<file path="src/rtl/pc_pass_monitor.sv">
// Test-completion detector on the fetch PC stream: flags pass when the PC steps
// from last_addr to pass_addr, or timeout after MAX_CYCLES clocks of running.
module pc_pass_monitor #(
  parameter int PC_W       = 32,
  parameter int CYC_W      = 16,
  parameter int MAX_CYCLES = 2000
) (
  input  logic             clk,
  input  logic             rst,
  input  logic             start,
  input  logic [PC_W-1:0]  pass_addr,
  input  logic [PC_W-1:0]  last_addr,
  input  logic             use_last,
  input  logic [PC_W-1:0]  pc_current,
  input  logic             pc_valid,
  output logic             busy,
  output logic             done,
  output logic             pass,
  output logic             timeout,
  output logic [CYC_W-1:0] cycles
);

  typedef enum logic [1:0] {S_IDLE, S_RUN, S_PASS, S_TOUT} state_t;

  localparam logic [CYC_W-1:0] LP_MAX = CYC_W'(MAX_CYCLES);

  state_t            r_state;
  logic [CYC_W-1:0]  r_cnt;
  logic [PC_W-1:0]   r_prev_pc;
  logic [PC_W-1:0]   r_pass_addr;
  logic [PC_W-1:0]   r_last_addr;
  logic              r_use_last;
  logic              r_busy;
  logic              r_done;
  logic              r_pass;
  logic              r_timeout;

  logic [CYC_W-1:0]  w_cnt_n;
  logic              w_hit;

  assign w_cnt_n = r_cnt + CYC_W'(1);
  assign w_hit   = pc_valid && (pc_current == r_pass_addr) &&
                   (!r_use_last || (r_prev_pc == r_last_addr));

  always_ff @(posedge clk or posedge rst) begin
    if (rst) begin
      r_state     <= S_IDLE;
      r_cnt       <= '0;
      r_prev_pc   <= '0;
      r_pass_addr <= '0;
      r_last_addr <= '0;
      r_use_last  <= 1'b0;
      r_busy      <= 1'b0;
      r_done      <= 1'b0;
      r_pass      <= 1'b0;
      r_timeout   <= 1'b0;
    end else begin
      case (r_state)
        S_RUN: begin
          // A hit on the limit edge still counts as a pass.
          if (w_hit) begin
            r_state <= S_PASS;
            r_cnt   <= w_cnt_n;
            r_busy  <= 1'b0;
            r_done  <= 1'b1;
            r_pass  <= 1'b1;
          end else if (w_cnt_n == LP_MAX) begin
            r_state   <= S_TOUT;
            r_cnt     <= LP_MAX;
            r_busy    <= 1'b0;
            r_done    <= 1'b1;
            r_timeout <= 1'b1;
          end else begin
            r_cnt <= w_cnt_n;
            if (pc_valid) r_prev_pc <= pc_current;
          end
        end
        default: begin
          if (start) begin
            r_state     <= S_RUN;
            r_pass_addr <= pass_addr;
            r_last_addr <= last_addr;
            r_use_last  <= use_last;
            r_prev_pc   <= pc_current;
            r_cnt       <= '0;
            r_busy      <= 1'b1;
            r_done      <= 1'b0;
            r_pass      <= 1'b0;
            r_timeout   <= 1'b0;
          end
        end
      endcase
    end
  end

  assign busy    = r_busy;
  assign done    = r_done;
  assign pass    = r_pass;
  assign timeout = r_timeout;
  assign cycles  = r_cnt;

endmodule

</file>
<file path="config.mk">
export PLATFORM = sky130hd
export DESIGN_NAME = pc_pass_monitor
export DESIGN_NICKNAME = d
export VERILOG_FILES = /design/src/rtl/pc_pass_monitor.sv
export SDC_FILE = /design/constraint.sdc
export NUM_CORES = 1
export LEC_CHECK = 0
export CORE_MARGIN = 3
export CORE_UTILIZATION = 25
export DETAILED_ROUTE_END_ITERATION = 16
export PLACE_DENSITY_LB_ADDON = 0.08
export SYNTH_ARGS = -nofsm -noshare
export SYNTH_HDL_FRONTEND = slang
export SYNTH_SLANG_ARGS = --single-unit
export TNS_END_PERCENT = 1
</file>
<file path="constraint.sdc">
create_clock -name clk -period 4.1 [get_ports clk]
set_clock_uncertainty 0.1 [all_clocks]
set_input_delay 0.615 -clock clk [delete_from_list [all_inputs] [get_ports clk]]
set_output_delay 0.615 -clock clk [all_outputs]
set_load 0.005 [all_outputs]
</file>
==> run_results.csv, run 1 <==
group,metric,value,unit
place,placed_cells,839,
clock_tree,ctsHoldBuffers,0,
cells_and_area,multi_input_area,0.00270,mm2
power_and_ir_drop,p_leak,3.22,nW
worst_setup_path,r2r_cells,8,
grt,grt_overflow_total,0,
synth,yosysUniqueCellTypes,52,
clock_tree,cts_resized,0,
place,gp_congestion,0.849,
sta,finalHoldViolCount,0,
grt,grtUsageTotal,0.126,
cells_and_area,final_cells,871,
sta,tightest_slew,0.957,ns
sta,rsz0062_at_grt,"no",
clock_tree,clk_pin_slew,0.06,ns
worst_setup_path,worstPathCellList,"ha_1, nand3_1, nor4_1, a31o_2, nand4b_4, a31oi_4, buf_12, mux2_2",
sta,setup_tns,0,ns
sta,fmax,0.307,GHz
synth,synth_top_area_cell,"dfrtp_1",
min_path,min_from,"r_use_last",
synth,synth_ff_type,"dfrtp_1",
grt,antenna_found_initial,3,
detailed_routing,routed_wl,15200,um
cells_and_area,regArea,0.00295,mm2
worst_setup_path,cp_top_family,"simple AND/OR/NAND/NOR gates",
clock_tree,htreeDepth,4,
detailed_routing,dr.pass1.iters,4,
worst_setup_path,reg2reg_slack,0.85,ns
worst_setup_path,slowest_stage,"nor4_1",
worst_setup_path,path_depth,8,
worst_setup_path,critical_path_buf_inv_count,1,
worst_setup_path,max_stage_delay,0.61,ns
place,port_buffers,120,
synth,synth_top_area_share,0.508,
worst_setup_path,cp.required,4.30,ns
detailed_routing,drtAntennaViolNets,0,
synth,yosysWarnings,0,
detailed_routing,vias_per_cell,4.46,
worst_setup_path,r2r_end,"r_prev_pc[30]",
floorplan,num_rows,55,
floorplan,ios,121,
clock_tree,clk_latency,0.41,ns
synth,avgSynthCellArea,13.0,um2
floorplan,die_area,0.0251,mm2
synth,syn-instance-count,448,
worst_setup_path,reg2reg_from,"cycles[0]",
worst_setup_path,crit_arrival,3.45,ns
sta,period_share,0.794,
synth,netlist_area,0.00581,mm2
clock_tree,cts_tree,"done",
min_path,min_to,"r_use_last",
worst_setup_path,worstSetupPathType,"reg -> reg",
power_and_ir_drop,irDropWorstVdd,0.240,mV
power_and_ir_drop,p_total,3.75,mW
floorplan,die_h,158,um
min_path,min_path_type,"reg -> reg",
synth,ys_ff_latch,118,
cells_and_area,diodes,0,
sta,min_period,3.25,ns
worst_setup_path,crit_path_max_fanout,32,
sta,slew_viol_final,0,
worst_setup_path,critPathLaunchType,"register",
clock_tree,clk_path_buf_depth,2,
place,dpl-instance-area,0.00730,mm2
grt,grt_pass1_vias,4094,
floorplan,core,0.0227,mm2
detailed_routing,first_iter_violations,91,
power_and_ir_drop,powerDensity,474,mW/mm2
cells_and_area,layout.nets,675,
run,cap_violations,0,
synth,async_flop_share,1.00,
place,hpwl,11100,um
worst_setup_path,cp-end-kind,"register",
synth,synth_edf_count,0,
clock_tree,cts_sinks,118,
clock_tree,cts_setup_buffers,0,
synth,netlist_top_cells_area,"dfrtp_1, mux2_2, mux2_4",
grt,grt_pass1_wl,23500,um
floorplan,die_w,158,um
cells_and_area,final_util,0.348,
detailed_routing,dr_total_vias,3883,
cells_and_area,fillers,2285,
sta,relSlewSlack,0.360,
cells_and_area,area_growth,36.3,%
floorplan,start_util,0.256,
min_path,hold_depth,1,
cells_and_area,final_area,0.00791,mm2
clock_tree,clk_root_buffer_cell,"clkbuf_16",
detailed_routing,wire_per_inst,17.4,um
sta,final-setup-viol-count,0,
clock_tree,cts_made_buffers,17,
grt,grt_start_max_net_pins,60,
synth,ys_seq_area_frac,0.508,
synth,synth_fp_nets,550,
outcome,status,"finished, final reports clean",
detailed_routing,drc,0,
cells_and_area,drive_above_1_share,0.253,
-- layout make-up --
class	count	area share
flip-flops and latches	118	0.373
multi-input cells	307	0.342
repair buffers	126	0.161
clock buffers	21	0.0594
well taps	285	0.0451
clock inverters	11	0.0183
inverters	3	0.00174
-- worst reg2reg max path: stages (launching register included) --
cell	delay, ns
dfrtp_1	0.52
ha_1	0.29
nand3_1	0.26
nor4_1	0.61
a31o_2	0.31
nand4b_4	0.14
a31oi_4	0.21
buf_12	0.29
mux2_2	0.42
-- cells in the mapped netlist, types with 2 or more instances --
library cell / instances
a32oi_1: 2
mux2_2: 67
or3_1: 2
o21ai_0: 20
nor2_1: 11
mux2_4: 30
nor3_1: 3
inv_1: 3
clkbuf_1: 11
a21oi_1: 2
nand3_1: 13
a31oi_1: 3
and3_1: 2
o21a_1: 2
nand2_1: 20
xnor2_1: 32
o31ai_1: 2
buf_12: 3
xor2_1: 36
dfrtp_1: 118
and4_1: 3
nand4_1: 11
nand3b_1: 6
nor4_1: 11
nor2b_1: 6
buf_4: 3
-- worst max path at each step --
stage,start,end,slack [ns]
after floorplan,rst,busy,0.26
after global placement,pc_current[3],r_prev_pc[30],0.81
after detailed placement,pc_current[25],r_prev_pc[29],0.73
after CTS,cycles[0],r_prev_pc[30],0.85
after global routing,cycles[0],r_prev_pc[30],0.68
final,cycles[0],r_prev_pc[30],0.85
-- power breakdown --
part | internal (mW) | switching, mW | leakage, nW
Sequential | 1.34 | 0.197 | 1.42
Clock | 1.01 | 0.550 | 0.308
Combinational | 0.412 | 0.248 | 1.49
Total | 2.76 | 0.995 | 3.22
-- stage by stage --
stage	hold WS, ns	setup slack, ns
2_1_floorplan	0.374	0.256
5_1_grt	0.418	0.680
6_report	0.401	0.846
4_1_cts	0.406	0.848
3_5_place_dp	0.394	0.733
3_3_place_gp	0.385	0.808
-- state kept, by name, indices dropped and copies added (netlist names) --
signal / count
busy: 1
cycles: 16
done: 1
pass: 1
r_last_addr: 32
r_pass_addr: 32
r_prev_pc: 32
r_state: 1
r_use_last: 1
timeout: 1
-- kinds of logic (layout without fill, tap and decap cells) --
logic type | Yosys count | after routing | synth area share
AO/OA/AOI/OAI | 41 | 41 | 0.0502
multiplexers | 98 | 98 | 0.209
buffers and inverters | 23 | 161 | 0.0274
AND/OR/NAND/NOR | 99 | 99 | 0.100
adder cells (fa/ha/maj) | 1 | 1 | 0.00215
flip-flops | 118 | 118 | 0.508
XOR/XNOR | 68 | 68 | 0.103
-- metal layers --
layer / global-route usage / wire (um) / part of all wire
met5: 0 / 37 / 0.0024
met4: 0.0442 / 211 / 0.014
met3: 0.0459 / 910 / 0.060
met2: 0.198 / 7380 / 0.49
met1: 0.161 / 6650 / 0.44
-- placed cells by master (no fill, tap or decap), types with 3 or more instances in the layout --
cell type / synthesis / routed
o21ai_0: 20 / 20
and4_1: 3 / 3
clkinv_2: 0 / 4
nand3b_1: 6 / 6
clkbuf_8: 1 / 3
dfrtp_1: 118 / 118
nor2b_1: 6 / 5
a31oi_1: 3 / 3
nand4_1: 11 / 11
clkbuf_16: 0 / 17
nor2_1: 11 / 11
nand3_1: 13 / 13
mux2_4: 30 / 30
nor3_1: 3 / 3
nor4_1: 11 / 11
inv_6: 0 / 3
clkdlybuf4s50_1: 0 / 120
mux2_2: 67 / 67
xnor2_1: 32 / 32
xor2_1: 36 / 36
buf_4: 3 / 4
bufinv_16: 0 / 3
nand2_1: 20 / 20
No activity file was read; power rests on OpenSTA's default activity.
==> inputs of run 2 (changes only) <==
==> constraint.sdc (replaced) <==
create_clock -name clk -period 3.1 [get_ports clk]
set_clock_uncertainty 0.1 [all_clocks]
set_input_delay 0.465 -clock clk [delete_from_list [all_inputs] [get_ports clk]]
set_output_delay 0.465 -clock clk [all_outputs]
set_load 0.005 [all_outputs]
==> run 2 against run 1 <==
Combinational power rose by 46%. Fmax rose by 12%. Worst setup slack got worse by 0.66 ns. Clock-buffer cell count fell by 1. Largest cell class unchanged. Highest routed layer unchanged.
==> run_results.csv, run 2 (synthesized netlist as in run 1, its figures left out) <==
group,metric,value,unit
outcome,status,"finished, final reports clean",
floorplan,core,0.0227,mm2
cells_and_area,mostFrequentLayoutCells,"clkdlybuf4s50_1, dfrtp_1, mux2_2",
place,pre_cts_ws,-0.0672,ns
detailed_routing,drtAntennaViolNets,0,
worst_setup_path,crit_path_max_fanout,20,
grt,grt_pass1_wl,23900,um
sta,tightest_slew,0.676,ns
cells_and_area,drive_above_1_share,0.267,
floorplan,num_rows,55,
floorplan,die_w,158,um
detailed_routing,dr_total_vias,3955,
worst_setup_path,max_stage_delay,0.39,ns
power_and_ir_drop,pwr-share-clk,0.402,
place,gp_congestion,0.799,
min_path,min_path_type,"reg -> reg",
cells_and_area,diodes,0,
worst_setup_path,critical_path_buf_inv_count,1,
grt,grtUsageTotal,0.128,
clock_tree,clk_root_buffer_cell,"clkbuf_16",
worst_setup_path,critPathLaunchType,"register",
power_and_ir_drop,p_total,4.94,mW
run,cap_violations,0,
sta,period_share,0.939,
cells_and_area,layout.nets,688,
clock_tree,clk_path_buf_depth,2,
worst_setup_path,cp-end-kind,"register",
grt,grt_overflow_total,0,
clock_tree,htreeDepth,4,
worst_setup_path,worstSetupPathType,"reg -> reg",
clock_tree,clk_pin_slew,0.06,ns
detailed_routing,wire_per_inst,17.3,um
power_and_ir_drop,seqPwrFrac,0.403,
clock_tree,cts_tree,"done",
sta,finalHoldViolCount,0,
clock_tree,ctsHoldBuffers,0,
power_and_ir_drop,irDropWorstVdd,0.302,mV
worst_setup_path,crit_arrival,3.10,ns
clock_tree,cts_sinks,118,
power_and_ir_drop,p_sw,1.37,mW
floorplan,ios,121,
clock_tree,cts_made_buffers,17,
power_and_ir_drop,powerDensity,617,mW/mm2
cells_and_area,area_growth,38.0,%
grt,grt_pass1_vias,4288,
detailed_routing,drc,0,
clock_tree,cts_resized,0,
worst_setup_path,slowest_stage,"a2111oi_4",
sta,rsz0062_at_grt,"no",
sta,final-setup-viol-count,0,
cells_and_area,reg_top3,"r_last_addr x32, r_pass_addr x32, r_prev_pc x32",
floorplan,die_area,0.0251,mm2
place,port_buffers,120,
power_and_ir_drop,power_frac_comb,0.194,
sta,fin_ws,0.190,ns
grt,grt_start_max_net_pins,119,
power_and_ir_drop,p_leak,3.26,nW
power_and_ir_drop,internal_power,3.57,mW
sta,fmax,0.344,GHz
worst_setup_path,worstPathCellList,"ha_1, and3_1, a32oi_1, o22a_2, a2111oi_4, nand4b_4, a31oi_4, buf_12, mux2_4",
worst_setup_path,cp.required,3.29,ns
sta,slew_viol_final,0,
worst_setup_path,cp_top_family,"compound AO/OA/AOI/OAI gates",
detailed_routing,first_iter_violations,120,
grt,antenna_found_initial,1,
sta,relSlewSlack,0.549,
detailed_routing,routed_wl,15300,um
place,hpwl,11000,um
floorplan,start_util,0.256,
detailed_routing,vias_per_cell,4.47,
detailed_routing,dr.pass1.iters,4,
clock_tree,clk_latency,0.41,ns
floorplan,die_h,158,um
sta,min_period,2.91,ns
power_and_ir_drop,sw_frac_of_total,0.278,
clock_tree,cts_setup_buffers,0,
cells_and_area,layout_commonest_cell,"clkdlybuf4s50_1",
-- run 2: layout make-up --
type / count / area (um2)
clock buffer: 20 / 447
clock inverter: 12 / 144
fill: 2261 / 14700
inverter: 3 / 15.0
multi-input combinational: 307 / 2700
sequential: 118 / 2950
tap: 285 / 357
timing repair buffer: 139 / 1390
-- run 2: per-stage QoR --
step           hold WS [ns]  instance area (um2)  utilization  setup TNS, ns  std cells
6_report              0.395                 8010        0.353              0        884
5_1_grt               0.408                 8010        0.353              0        884
4_1_cts               0.402                 8010        0.353              0        884
3_5_place_dp          0.389                 7420        0.327          -1.36        852
3_3_place_gp          0.380                 7420        0.327         -0.936        852
2_1_floorplan         0.374                 5810            -              0        448
-- run 2: per-layer routing --
layer	part of all wire	global-route usage	wire length (um)
met5	0.00059	0	9
met4	0.0078	0.0406	119
met3	0.052	0.0419	798
met2	0.49	0.210	7570
met1	0.45	0.159	6830
-- run 2: final timing paths --
check	startpoint	end	slack, ns	depth (start not counted)
max reg2reg	cycles[1]	r_prev_pc[21]	0.19	9
max in group asynchronous	rst	r_prev_pc[2]	1.90	3
min reg2reg	busy	busy	0.40	1
max	cycles[1]	r_prev_pc[21]	0.19	9
min	busy	busy	0.40	1
min in group asynchronous	rst	cycles[6]	0.48	3
-- run 2: power by group through the flow --
stage	registers (mW)	clock network, mW	logic [mW]
after floorplan	1.96	0	0.588
after global placement	2.02	0	0.963
after detailed placement	2.02	0	0.977
after CTS	2.00	2.05	0.983
after global routing	2.03	2.12	1.06
final	1.99	1.99	0.961
-- run 2: worst reg2reg max path, cell delays in order (launching register included) --
cell and delay (ns):
dfrtp_1 0.36, ha_1 0.25, and3_1 0.30, a32oi_1 0.12
o22a_2 0.25, a2111oi_4 0.39, nand4b_4 0.17, a31oi_4 0.27
buf_12 0.25, mux2_4 0.33
==> inputs of run 3 (changes only) <==
--- a/config.mk
+++ b/config.mk
@@ -9,6 +9,7 @@
 export CORE_UTILIZATION = 25
 export DETAILED_ROUTE_END_ITERATION = 16
 export PLACE_DENSITY_LB_ADDON = 0.08
+export SLEW_MARGIN = 20
 export SYNTH_ARGS = -nofsm -noshare
 export SYNTH_HDL_FRONTEND = slang
 export SYNTH_SLANG_ARGS = --single-unit
==> results of run 3 <==
Final layout, timing and power as in run 2 (identical DEF).
